### src/rtl/reg_responder_pkg.sv
// Shared constants and FSM state type for the register responder.
package reg_responder_pkg;

  localparam int unsigned DEF_ADDR_W = 4;
  localparam int unsigned DEF_DATA_W = 32;

  typedef enum logic [1:0] {
    IDLE,
    ACCESS,
    RESP
  } state_e;

endpackage

### src/rtl/reg_responder_regs.sv
// Register array: one write port, combinational read port, async clear.
module reg_responder_regs
  import reg_responder_pkg::*;
#(
  parameter int unsigned ADDR_W = DEF_ADDR_W,
  parameter int unsigned DATA_W = DEF_DATA_W,
  parameter int unsigned DEPTH  = 12
) (
  input  logic              clk,
  input  logic              rst_n,
  input  logic              we,
  input  logic [ADDR_W-1:0] waddr,
  input  logic [DATA_W-1:0] wdata,
  input  logic [ADDR_W-1:0] raddr,
  output logic [DATA_W-1:0] rdata
);

  localparam logic [ADDR_W:0] DEPTH_L = (ADDR_W+1)'(DEPTH);

  logic [DATA_W-1:0] mem [DEPTH];

  always_ff @(posedge clk or negedge rst_n) begin
    if (!rst_n) begin
      for (int unsigned i = 0; i < DEPTH; i++) mem[i] <= '0;
    end else if (we && ({1'b0, waddr} < DEPTH_L)) begin
      mem[waddr] <= wdata;
    end
  end

  always_comb begin
    rdata = '0;
    if ({1'b0, raddr} < DEPTH_L) rdata = mem[raddr];
  end

endmodule

### src/rtl/reg_responder.sv
// Single-outstanding register responder: request -> access -> response handshake.
module reg_responder
  import reg_responder_pkg::*;
#(
  parameter int unsigned ADDR_W = DEF_ADDR_W,
  parameter int unsigned DATA_W = DEF_DATA_W,
  parameter int unsigned DEPTH  = 12
) (
  input  logic              clk,
  input  logic              rst_n,
  input  logic              req_valid,
  output logic              req_ready,
  input  logic              req_write,
  input  logic [ADDR_W-1:0] req_addr,
  input  logic [DATA_W-1:0] req_wdata,
  output logic              rsp_valid,
  input  logic              rsp_ready,
  output logic [DATA_W-1:0] rsp_rdata,
  output logic              rsp_err,
  output logic [15:0]       txn_count
);

  localparam logic [ADDR_W:0] DEPTH_L = (ADDR_W+1)'(DEPTH);

  state_e            state_q, state_d;
  logic              armed_q;
  logic              wr_q;
  logic [ADDR_W-1:0] addr_q;
  logic [DATA_W-1:0] wdata_q;
  logic [DATA_W-1:0] rd_data;
  logic              addr_ok;
  logic              req_hs;
  logic              rsp_hs;
  logic              reg_we;

  // armed_q keeps req_ready low during reset and until the first edge after release
  assign req_ready = armed_q && (state_q == IDLE);
  assign rsp_valid = (state_q == RESP);
  assign req_hs    = req_valid && req_ready;
  assign rsp_hs    = rsp_valid && rsp_ready;
  assign addr_ok   = ({1'b0, addr_q} < DEPTH_L);
  assign reg_we    = (state_q == ACCESS) && wr_q && addr_ok;

  always_comb begin
    state_d = state_q;
    unique case (state_q)
      IDLE:    if (req_hs) state_d = ACCESS;
      ACCESS:  state_d = RESP;
      RESP:    if (rsp_hs) state_d = IDLE;
      default: state_d = IDLE;
    endcase
  end

  always_ff @(posedge clk or negedge rst_n) begin
    if (!rst_n) begin
      state_q   <= IDLE;
      armed_q   <= 1'b0;
      wr_q      <= 1'b0;
      addr_q    <= '0;
      wdata_q   <= '0;
      rsp_rdata <= '0;
      rsp_err   <= 1'b0;
      txn_count <= '0;
    end else begin
      state_q <= state_d;
      armed_q <= 1'b1;
      if (req_hs) begin
        wr_q    <= req_write;
        addr_q  <= req_addr;
        wdata_q <= req_wdata;
      end
      if (state_q == ACCESS) begin
        rsp_err   <= !addr_ok;
        rsp_rdata <= (!wr_q && addr_ok) ? rd_data : '0;
      end
      if (rsp_hs) txn_count <= txn_count + 16'd1;
    end
  end

  reg_responder_regs #(
    .ADDR_W (ADDR_W),
    .DATA_W (DATA_W),
    .DEPTH  (DEPTH)
  ) u_regs (
    .clk   (clk),
    .rst_n (rst_n),
    .we    (reg_we),
    .waddr (addr_q),
    .wdata (wdata_q),
    .raddr (addr_q),
    .rdata (rd_data)
  );

endmodule

### config.mk
export PLATFORM = sky130hd
export DESIGN_NAME = reg_responder
export DESIGN_NICKNAME = d
export VERILOG_FILES = /design/src/rtl/reg_responder_pkg.sv /design/src/rtl/reg_responder_regs.sv /design/src/rtl/reg_responder.sv
export SDC_FILE = /design/constraint.sdc
export NUM_CORES = 1
export LEC_CHECK = 0
export BUFFER_PORTS_ARGS = -buffer_cell sky130_fd_sc_hd__clkbuf_2
export CAP_MARGIN = 30
export CORE_ASPECT_RATIO = 2
export CORE_MARGIN = 2
export CORE_UTILIZATION = 59
export DETAILED_ROUTE_END_ITERATION = 10
export GPL_TIMING_DRIVEN = 0
export HOLD_SLACK_MARGIN = 0.08
export PLACE_DENSITY = 0.74
export SLEW_MARGIN = 20
export SYNTH_ARGS = -nofsm -noshare
export SYNTH_HDL_FRONTEND = slang
export SYNTH_SLANG_ARGS = --single-unit
export TNS_END_PERCENT = 20
### constraint.sdc
create_clock -name clk -period 4.42 [get_ports clk]
set_input_delay 0.884 -clock clk [delete_from_list [all_inputs] [get_ports clk]]
set_output_delay 0.884 -clock clk [all_outputs]
set_load 0.02 [all_outputs]
==> key figures <==
GRT
  – Pin count of the biggest net entering global routing: 95
  – Vias in the first global route: 13,000
  – Initial antenna violation count: 0
  – Global-route usage over all layers: 0.275
  – First-pass GRT wire length: 74,500 um
  – Grt total ovfl: 0

Logic synthesis
  – Synth warnings: 0
  – Post-synth EDFFs: 0
  – Main synth FF type: dfrtp_1
  – Syn Nets: 1,313
  – Synth cell count leaders: dfrtp_1 (473), mux2_2 (416), mux4_2 (96)
  – Synth top area cells: dfrtp_1 (58%), mux2_2 (23%), mux4_2 (11%), mux2i_1 (1.6%), a22oi_1 (1.2%)
  – Post-synth top area share: 0.579
  – Top-count cell post-synth: dfrtp_1
  – Yosys reg bits: 473
  – Sequential share of the synthesized area: 0.579
  – Async SR Flop Fraction: 1.00
  – Yosys top cell by area: dfrtp_1
  – Netlist cell types: 37
  – Synth Instances: 1,271
  – Syn Std Cell Area: 0.0204 sq mm
  – Syn Area/Cell: 16.1 sq um

Timing
  – FMAX: between 300 and 400 MHz
  – Least-Margin Pin Slew: slightly above 1 ns
  – Worst Skew: around 0.012 ns
  – Tmin final: roughly 2.9 ns
  – Period utilization: 0.661
  – RSZ-0062 raised after global routing: no
  – Worst hold margin: 0.261 ns
  – Worst slew margin relative to its limit: 0.317
  – Final Hold Viols: 0
  – Setup-failing EPs final: 0
  – Worst Slack Setup Final: 1.50 ns
  – Max Slew Vio Count: 0

Final layout
  – Share of layout cells above drive strength 1: 0.496
  – Final core utilization: 0.674
  – N_diodes: 0
  – Final Net Count: 1,456
  – Synth-to-Final Area Change: 12.9%
  – Final instance area: 0.0231 sq mm

Drt
  – Vias per inst: between 6 and 7
  – Routed WL: about 47,000 um
  – Drt wl/cell: 25.1 um
  – Drt first pass iters: 5
  – DRC viols: 0
  – Vias: 11,600
  – Starting DRT DRC Count: 637
  – Detail Route Antenna Nets: 0

CTS
  – Clk buf depth: 3
  – Worst skew pair latency: roughly 0.55 ns
  – Clock Tree Root: clkbuf_16
  – CTS resizes: 0
  – CTS tree: done
  – CTS Hold Bufs: 0
  – Buffer count from post-CTS setup fixing: 0
  – H-tree Lvls: 2
  – CTS Sinks: 473
  – CTS clock-pin slew for the worst setup and hold paths: 0.07 ns
  – CTS Buf Count: 42

Power and ir drop
  – VDD IR max: 0.389 mV
  – Comb power frac: 0.239
  – Pwr dens: 570 mW/mm^2
  – Clock share of power: 0.291
  – Sw Share: 0.282
  – Pwr Total: 13,200 uW
  – Cell-internal power: between 9000 and 10,000 uW
  – Sequential fraction of design power: 0.470
  – NetSw: 3700 uW
  – Static Leak: 0.0111 uW

Critical path
  – Crit Path Max Fanout: 10
  – Req. time, crit path: 4.80 ns
  – Endpoint of the worst register-to-register path: rsp_rdata[10]
  – CP arrival: 3.30 ns
  – Startpoint types: flop
  – Crit Path Category: flop to flop
  – Setup crit end kind: flop
  – Reg2Reg Depth: 6
  – R2r setup slk: between 1 and 1.5 ns
  – Worst R2R Start: addr_q[1]

Die
  – Chip Height: 267 um
  – Die width: 136 um
  – Io pins: 92
  – Die ar.: 0.0362 sq mm
  – Initial Util: 0.597
  – Core Rows: 96
  – Core Region: 0.0342 sq mm

Flow run
  – Total of max-cap violations: 0

Place
  – I/O Buffers: 91
  – Detailed placer's ending HPWL: 31,300 um
  – Post-placement cell area: 0.0216 sq mm
  – RD Place Congestion: 0.804
  – Place WS: 1.61 ns

Hold path
  – Tightest Hold Check Type: input port to asynchronous set/reset pin

Run status
  – Status: complete, no violations
## flip-flops by register name, indices dropped and copies added (netlist names)
name and count:
u_regs.mem 384, state_q 2, rsp_err 1, rsp_rdata 32
armed_q 1, txn_count 16, wr_q 1, wdata_q 32
addr_q 4
## final cells by class
cell class                 instances  area (sq um)
fill                            2453         11200
inverter                           2          7.51
multi-input combinational        687          8100
clock buffer                      64          1310
tap                              441           552
sequential                       473         11800
timing repair buffer              99           639
buffer                           109           485
clock inverter                    11           138
## cells by family (layout without fill, tap and decap cells)
| logic type | after synthesis | in the layout | synth area share |
|---|---|---|---|
| mux | 550 | 550 | 0.354 |
| other cells | 1 | 1 | 0.000184 |
| simple gates | 54 | 54 | 0.0152 |
| flops | 473 | 473 | 0.579 |
| xor+xnor | 15 | 15 | 0.00643 |
| buf+inv | 111 | 285 | 0.0241 |
| fa+ha+maj | 1 | 1 | 0.000612 |
| compound gates | 66 | 66 | 0.0201 |
## how the worst max path moves through the flow
| stage | startpoint | endpoint | slack, ns | depth (start not counted) |
|---|---|---|---|---|
| floorplan | state_q[1] | wdata_q[15] | 2.31 | 5 |
| global placement | rst_n | wdata_q[18] | -7.83 | 1 |
| detailed placement | addr_q[1] | rsp_rdata[7] | 1.61 | 6 |
| global route | addr_q[1] | rsp_rdata[10] | 1.43 | 6 |
| CTS | addr_q[1] | rsp_rdata[10] | 1.53 | 6 |
| finish | addr_q[1] | rsp_rdata[10] | 1.50 | 6 |
## worst max-delay path, cell delays in order, from the launching register on
cell and delay, ns:
dfrtp_1 0.37, buf_2 0.23, buf_1 0.58, clkbuf_1 0.81, mux4_2 0.41, a22oi_1 0.19, o21ai_0 0.14
## placed cells by master (no fill, tap or decap), types with 7 or more instances in the layout
master     Yosys  final
a22oi_1       32     32
buf_1         21     21
buf_2         25     25
clkbuf_1      54     62
clkbuf_16      0     45
clkbuf_2       0     90
clkbuf_8       0     12
dfrtp_1      473    473
mux2_2       416    416
mux2i_1       32     32
mux4_2        96     96
nand2_1       12     12
nor2_1         7      7
o21ai_0       34     34
xnor2_1       10     10
## routing by layer
layer  global-route usage  part of all wire
met5                    0                 0
met4                0.101             0.033
met3               0.0297             0.030
met2                0.505              0.55
met1                0.331              0.38
## power by group through the flow
| stage | sequential (uW) | clock [uW] | combinational, uW |
|---|---|---|---|
| after global routing | 6320 | 4060 | 3400 |
| after global placement | 6190 | 0 | 3050 |
| final | 6190 | 3830 | 3140 |
| after detailed placement | 6260 | 0 | 3170 |
| after floorplan | 6120 | 0 | 2280 |
| after CTS | 6180 | 3880 | 3180 |
## stage by stage
step,instances,setup TNS [ns]
3_3_place_gp,1803,-3665.64
5_1_grt,1886,0
2_1_floorplan,1271,0
4_1_cts,1885,0
6_report,1886,0
3_5_place_dp,1810,0
Note: power is estimated with default switching activity, not from simulation.
